$ cat config.mk
export PLATFORM = sky130hd
export DESIGN_NAME = jk_bank_driver
export DESIGN_NICKNAME = d
export VERILOG_FILES = /design/src/rtl/jk_bank_driver.sv
export SDC_FILE = /design/constraint.sdc
export NUM_CORES = 1
export LEC_CHECK = 0
export ABC_AREA = 1
export CAP_MARGIN = 20
export CORE_ASPECT_RATIO = 0.9
export CORE_MARGIN = 2
export CORE_UTILIZATION = 30
export DETAILED_ROUTE_END_ITERATION = 16
export GPL_ROUTABILITY_DRIVEN = 0
export GPL_TIMING_DRIVEN = 0
export HOLD_SLACK_MARGIN = 0.02
export MAX_ROUTING_LAYER = met4
export PLACE_DENSITY = 0.63
export SYNTH_ARGS = -nofsm -noshare
export SYNTH_HDL_FRONTEND = slang
export SYNTH_SLANG_ARGS = --single-unit
$ cat constraint.sdc
create_clock -name clk -period 2.3 [get_ports clk]
set_input_delay 0.23 -clock clk [delete_from_list [all_inputs] [get_ports clk]]
set_output_delay 0.23 -clock clk [all_outputs]
set_load 0.02 [all_outputs]
$ cat src/rtl/jk_bank_driver.sv
// jk_bank_driver: command-side driver for a bank of W JK flip-flops.
// It turns LOAD/TOGGLE/CLEAR/SET commands into one cycle of J/K excitation,
// reads the bank back after FB_LAT cycles, retries on mismatch up to
// MAX_TRIES attempts, and returns the final q with an error flag.

`default_nettype none

module jk_bank_driver #(
    parameter int W         = 8,   // bank width in bits (1..32)
    parameter int FB_LAT    = 1,   // bank edge to q visible on q_fb (1..4)
    parameter int MAX_TRIES = 2    // DRIVE attempts per command (1..7)
) (
    input  logic         clk,
    input  logic         clrn,
    input  logic         cmd_valid,
    output logic         cmd_ready,
    input  logic [1:0]   cmd_op,
    input  logic [W-1:0] cmd_data,
    output logic [W-1:0] j,
    output logic [W-1:0] k,
    input  logic [W-1:0] q_fb,
    output logic         rsp_valid,
    input  logic         rsp_ready,
    output logic         rsp_err,
    output logic [W-1:0] rsp_q,
    output logic [2:0]   rsp_tries
);

    typedef enum logic [1:0] {
        S_IDLE  = 2'd0,
        S_DRIVE = 2'd1,
        S_WAIT  = 2'd2,
        S_RESP  = 2'd3
    } state_t;

    localparam logic [1:0] OP_LOAD   = 2'b00;
    localparam logic [1:0] OP_TOGGLE = 2'b01;
    localparam logic [1:0] OP_CLEAR  = 2'b10;
    localparam logic [1:0] OP_SET    = 2'b11;

    localparam logic [2:0] LP_FB_LAT    = 3'(FB_LAT);
    localparam logic [2:0] LP_MAX_TRIES = 3'(MAX_TRIES);

    // Registered state
    state_t       r_state;
    logic [W-1:0] r_j;
    logic [W-1:0] r_k;
    logic [W-1:0] r_exp;
    logic [2:0]   r_tries;
    logic [2:0]   r_wait;
    logic         r_rsp_err;
    logic [W-1:0] r_rsp_q;
    logic [2:0]   r_rsp_tries;

    // Next-state values
    state_t       w_state_nxt;
    logic [W-1:0] w_j_nxt;
    logic [W-1:0] w_k_nxt;
    logic [W-1:0] w_exp_nxt;
    logic [2:0]   w_tries_nxt;
    logic [2:0]   w_wait_nxt;
    logic         w_rsp_err_nxt;
    logic [W-1:0] w_rsp_q_nxt;
    logic [2:0]   w_rsp_tries_nxt;

    logic [W-1:0] w_cmd_exp;
    logic         w_match;

    assign cmd_ready = (r_state == S_IDLE);
    assign rsp_valid = (r_state == S_RESP);
    assign j         = r_j;
    assign k         = r_k;
    assign rsp_err   = r_rsp_err;
    assign rsp_q     = r_rsp_q;
    assign rsp_tries = r_rsp_tries;

    // Target bank value for the offered command, relative to the current q
    always_comb begin
        unique case (cmd_op)
            OP_LOAD:   w_cmd_exp = cmd_data;
            OP_TOGGLE: w_cmd_exp = q_fb ^ cmd_data;
            OP_CLEAR:  w_cmd_exp = '0;
            OP_SET:    w_cmd_exp = q_fb | cmd_data;
            default:   w_cmd_exp = '0;
        endcase
    end

    assign w_match = (q_fb == r_exp);

    // Next-state and next-register logic for the command sequencer
    always_comb begin
        // NOTE: every target gets a default first so no path leaves it unassigned (no latches).
        w_state_nxt     = r_state;
        w_j_nxt         = '0;
        w_k_nxt         = '0;
        w_exp_nxt       = r_exp;
        w_tries_nxt     = r_tries;
        w_wait_nxt      = r_wait;
        w_rsp_err_nxt   = r_rsp_err;
        w_rsp_q_nxt     = r_rsp_q;
        w_rsp_tries_nxt = r_rsp_tries;

        unique case (r_state)
            S_IDLE: begin
                if (cmd_valid) begin
                    // Set only bits that must rise, reset only bits that must
                    // fall: j&k can never both be 1 for the same bit.
                    w_exp_nxt   = w_cmd_exp;
                    w_j_nxt     = w_cmd_exp & ~q_fb;
                    w_k_nxt     = ~w_cmd_exp & q_fb;
                    w_tries_nxt = 3'd1;
                    w_state_nxt = S_DRIVE;
                end
            end
            S_DRIVE: begin
                // Excitation is seen by the bank at this closing edge only.
                w_wait_nxt  = LP_FB_LAT;
                w_state_nxt = S_WAIT;
            end
            S_WAIT: begin
                w_wait_nxt = r_wait - 3'd1;
                if (r_wait == 3'd1) begin
                    w_rsp_q_nxt     = q_fb;
                    w_rsp_tries_nxt = r_tries;
                    if (w_match) begin
                        w_rsp_err_nxt = 1'b0;
                        w_state_nxt   = S_RESP;
                    end else if (r_tries < LP_MAX_TRIES) begin
                        w_j_nxt     = r_exp & ~q_fb;
                        w_k_nxt     = ~r_exp & q_fb;
                        w_tries_nxt = r_tries + 3'd1;
                        w_state_nxt = S_DRIVE;
                    end else begin
                        w_rsp_err_nxt = 1'b1;
                        w_state_nxt   = S_RESP;
                    end
                end
            end
            S_RESP: begin
                if (rsp_ready) begin
                    w_state_nxt = S_IDLE;
                end
            end
            default: w_state_nxt = S_IDLE;
        endcase
    end

    // State register with synchronous active-low reset
    always_ff @(posedge clk) begin
        // NOTE: reset is sampled on the clock edge only; clrn is not in the sensitivity list.
        if (!clrn) begin
            r_state     <= S_IDLE;
            r_j         <= '0;
            r_k         <= '0;
            r_exp       <= '0;
            r_tries     <= '0;
            r_wait      <= '0;
            r_rsp_err   <= 1'b0;
            r_rsp_q     <= '0;
            r_rsp_tries <= '0;
        end else begin
            // NOTE: non-blocking so every register updates from pre-edge values.
            r_state     <= w_state_nxt;
            r_j         <= w_j_nxt;
            r_k         <= w_k_nxt;
            r_exp       <= w_exp_nxt;
            r_tries     <= w_tries_nxt;
            r_wait      <= w_wait_nxt;
            r_rsp_err   <= w_rsp_err_nxt;
            r_rsp_q     <= w_rsp_q_nxt;
            r_rsp_tries <= w_rsp_tries_nxt;
        end
    end

endmodule

`default_nettype wire

# Word level (Yosys, flattened, before mapping)
# Cells that the tools add are included.
[totals] word_cells=69 out_inout_bits=30 mem_bits_rw=0 input_bits=22 latchBits=0 memories=0 rom_bits=0 reg_bits=44
[op_classes] n_lt_le_gt_ge=1 bitwise_logic=9 add_sub_neg=2 div=0 n_mul=0 n_mux=25 n_shift=0 eq_ne=14 n_reduce_logical=9
[ops] op="$mux W8" n=8
[ops] op="$and A8 B8 Y8" n=4
[ops] op="$pmux W8 S2" n=2
[ops] op="$pmux W8 S4" n=1
[ops] op="$not A8 Y8" n=3
[ops] op="$mux W3" n=4
[ops] op="$pmux W3 S2" n=2
[ops] op="$mux W2" n=5
[ops] op="$ne A2 B2 Y1 const B" n=5
[ops] op="$eq A2 B2 Y1 const B" n=4
[ops] op="$eq A8 B8 Y1" n=1
[ops] op="$or A8 B8 Y8" n=1
[ops] op="$pmux W2 S4" n=1
[ops] op="$xor A8 B8 Y8" n=1
[ops] op="$reduce_and A3 Y1" n=2
[ops] op="$reduce_and A5 Y1" n=1
[ops] op="$eq A2 B1 Y1 const B" n=2
[ops] op="$logic_not A2 Y1" n=2
[ops] op="$reduce_and A2 Y1" n=2
[ops] op="$reduce_bool A2 Y1" n=2
[ops] op="$add A3 B1 Y3 const B" n=1
[ops] op="$eq A3 B1 Y1 const B" n=1
[ops] op="$lt A3 B2 Y1 const B" n=1
[ops] op="$sub A3 B1 Y3 const B" n=1
[ops] op="other kinds (2)" n=3

# Longest topological paths before layout
[depth] depth_word=6 mapped_depth=10 depth_no_buf=10

# Worst setup path before layout
# No wires, ideal clock.
[synth_path] kind="reg-to-reg" startpoint="register r_state[0]" endpoint="register r_j[3], in the netlist j[3]" t_arrival_ns=1.342 slack_ns=0.888 path_stages_with_launch=8 n_path_buf=1 period_less_slack_ns=1.412 cell_sequence="dfxtp_1 -> inv_1 -> ha_1 -> nand2_2 -> inv_1 -> buf_6 -> nand3_1 -> a21oi_1"
[synth_via] elab_chain_cells=2 elab_cells_between_ends=3 classes_between="eq/ne (1); mux (1); reduce/logical (1)"
[synth_lines] element="start, declared" line="45" source="state_t r_state;"
[synth_lines] element="start signal, assigned" line="163" source="r_state <= w_state_nxt;"
[synth_lines] element="$logic_not A2 Y1"
[synth_lines] element="named net cmd_ready" line="16" source="output logic cmd_ready,"
[synth_lines] element="$pmux W8 S2" line="103" source="unique case (r_state)"
[synth_lines] element="end signal, assigned" line="164" source="r_j <= w_j_nxt;"
[synth_lines] element="end, declared" line="46" source="logic [W-1:0] r_j;"
# The timed path passes the listed nets, and every way through them passes these cells.
# A chain may end at the register's enable or synchronous reset.

# Worst setup path in the final report
[layout_path] startpoint="input port q_fb[7]" endpoint="register r_j[2], in the netlist j[2]"
[layout_via] elab_chain_cells=4
[layout_lines] element="start, declared" line="21" source="input logic [W-1:0] q_fb,"
[layout_lines] element="$eq A8 B8 Y1" line="88" source="assign w_match = (q_fb == r_exp);"
[layout_lines] element="$mux W8" line="125" source="if (w_match) begin"
[layout_lines] element="$mux W8" line="122" source="if (r_wait == 3'd1) begin"
[layout_lines] element="$pmux W8 S2" line="103"
# Every way passes these cells.

==> flow_metrics.env <==
export IMPL_status="complete, no violations"
export IMPL_htreeDepth=2
export IMPL_die_w_um=98.4
export IMPL_synth_ff_type="dfxtp_1"
export IMPL_cts_sinks=44
export IMPL_synth_simple_area_share=0.240
export IMPL_vias=2167
export IMPL_grt_pass1_wl_um=10000
export IMPL_synthCells=325
export IMPL_fin_crit_ns=1.89
export IMPL_slew_headroom=0.706
export IMPL_drt_wirelength_per_cell_um=12.6
export IMPL_antenna_found_initial=0
export IMPL_ys_ff_latch=44
export IMPL_rsz0062_at_grt="false"
export IMPL_dr_pass1_iters=5
export IMPL_grt_ovfl_total=0
export IMPL_async_flop_share=0
export IMPL_yosysWarnings=0
export IMPL_detail_route_vias_per_cell=4.51
export IMPL_drtIter0Drc=103
export IMPL_p_int_uw=1610
export IMPL_ys_top_cells_by_area="dfxtp_1 37%, ha_1 16%, nand2_1 13%"
export IMPL_pwr_share_clk=0.235
export IMPL_stdcell_count=480
export IMPL_synth_area_leader_cell="dfxtp_1"
export IMPL_clk_transition_reported_paths_ns=0.09
export IMPL_cap_violations=0
export IMPL_synth_compound_area_frac=0.127
export IMPL_setup_violations=0
export IMPL_hold_path_class="register to register"
export IMPL_hpwl_um=4490
export IMPL_fin_crit_sh=0.824
export IMPL_p_comb_frac=0.396
export IMPL_vdd_drop_max_v=0.000259
export IMPL_first_global_vias=2064
export IMPL_power_density_nw_per_um2=820
export IMPL_synth_most_common_cell="nand2_1"
export IMPL_cp_end_kind="register"
export IMPL_drc=0
export IMPL_synth_common_cells="84 x nand2_1, 47 x inv_1, 44 x dfxtp_1, 37 x a21oi_1, 31 x ha_1"
export IMPL_synth_distinct_cells=26
export IMPL_synthAdderAreaFrac=0.161
export IMPL_layout_nets=436
export IMPL_synth_top_cell_area_share=0.366
export IMPL_fin_ws_ns=0.405
export IMPL_hold_viol=0
export IMPL_synth_area_um2=2400
export IMPL_cts_tree="yes"
export IMPL_num_rows=30
export IMPL_clock_tree_root_cell="clkbuf_8"
export IMPL_skew_ns=0.00838
export IMPL_antenna_left=0
export IMPL_crit_arrival_ns=2.11
export IMPL_swShare=0.377
export IMPL_drive_gt1_frac=0.0651
export IMPL_cp_start_kind="input port"
export IMPL_synth_top_family_by_area="simple AND/OR/NAND/NOR gates"
export IMPL_area_growth_pct=31.1
export IMPL_crit_required_ns=2.51
export IMPL_cts_setup_buffers=0
export IMPL_path_class="input port to register"
export IMPL_worst_slew_pin_transition_ns=0.441
export IMPL_power_switching_uw=975
export IMPL_dp_cells=472
export IMPL_synth_area_mux_share=0
export IMPL_fp_dieH_um=88.9
export IMPL_numCtsBuffers=5
export IMPL_routed_wl_um=6030
export IMPL_grt_max_degree=16
export IMPL_cts_hold_buf=0
export IMPL_grt_use_total=0.149
export IMPL_maxSlewViolCount=0
export IMPL_synth_seq_area_share=0.366
export IMPL_max_freq_ghz=0.528
export IMPL_cts_repair_resized=0
export IMPL_initial_utilization=0.314
export IMPL_synthXorXnorAreaFrac=0.00364
export IMPL_diodes=0
export IMPL_p_leak_uw=0.00135
export IMPL_tns_ns=0
export IMPL_synth_edf_count=0
export IMPL_io_buffers=51
export IMPL_io_pins=52
export IMPL_clock_path_buffers=2
export IMPL_coreArea_um2=7660
export IMPL_p_seq_frac=0.369
export IMPL_synthesis_nets=378
export IMPL_dp_slack_ns=0.0989
export IMPL_insertion_delay_ns=0.29
export IMPL_dieArea_um2=8750
export IMPL_avgSynthCellArea_um2=7.40
export IMPL_crit_fanout=10
## area by class of cell
type                    count  area, µm²
plain buffers              10       67.6
clock buffers               5       68.8
clock inverters             3       47.5
fillers                   807       4510
inverters                  47        176
multi-input cells         224       1280
flip-flops and latches     44        881
well taps                  96        120
repair buffers             51        510
## cells in the final DEF, fill, tap and decap left out, drive strengths merged
cell,count
a211oi,2
a21oi,38
a221oi,1
a31oi,1
buf,8
bufinv,1
clkbuf,6
clkdlybuf4s50,51
clkinv,2
dfxtp,44
dlygate4sd1,1
ha,31
inv,47
nand2,86
nand3,22
nand3b,1
nor2,25
nor3,1
o21a,1
o21ai,14
xnor2,1
## sequential cells by signal, summed over array words and instances, names as in the netlist, 2 cells and up
signal / flops
k: 8
rsp_tries: 3
r_exp: 8
rsp_q: 8
j: 8
r_wait: 3
r_tries: 3
r_state: 2
## worst paths after layout
path,from,endpoint,slack (ns),cells past startpoint
hold reg to reg,rsp_tries[2],rsp_tries[2],0.48,2
setup reg to reg,r_exp[7],j[2],0.69,9
hold / removal,rsp_tries[2],rsp_tries[2],0.48,2
setup / recovery,q_fb[7],j[2],0.41,11
## kinds of logic after synthesis
family	count (synthesis)
xor gates and xnor gates	1
AOI/OAI and AO/OA	57
adders and majority gates	31
DFF	44
and+or+nand+nor	135
buffers and inverters	57
## routing by layer
layer | GRT usage | share of wire
met5 | - | 0
met4 | 0.0361 | 0.0076
met3 | 0.0235 | 0.038
met2 | 0.242 | 0.46
met1 | 0.198 | 0.49
## worst max-delay path, cell delays in order
cell,delay [ns]
clkdlybuf4s50_1,0.51
inv_1,0.11
ha_1,0.33
nand2_1,0.09
nor2_1,0.07
nand2_1,0.09
nand2_2,0.08
nor2_4,0.20
buf_6,0.19
nand2_1,0.06
a21oi_1,0.14
## power groups by stage
stage | clock, µW | sequential [µW] | combinational (µW)
after detailed placement | 0 | 968 | 1020
after global placement | 0 | 968 | 999
after CTS | 632 | 952 | 1030
after global routing | 659 | 969 | 1160
after floorplan | 0 | 1000 | 659
final | 608 | 954 | 1020
## per-stage QoR
stage	power (µW)	hold slack [ns]	util	cell area (µm²)
floorplan	1660	0.368	-	2400
global placement	1970	0.463	0.396	3040
detailed placement	1990	0.460	0.396	3040
CTS	2610	0.483	0.412	3150
global route	2790	0.507	0.412	3150
finish	2590	0.481	0.412	3150
No activity file was read; power rests on OpenSTA's default activity.
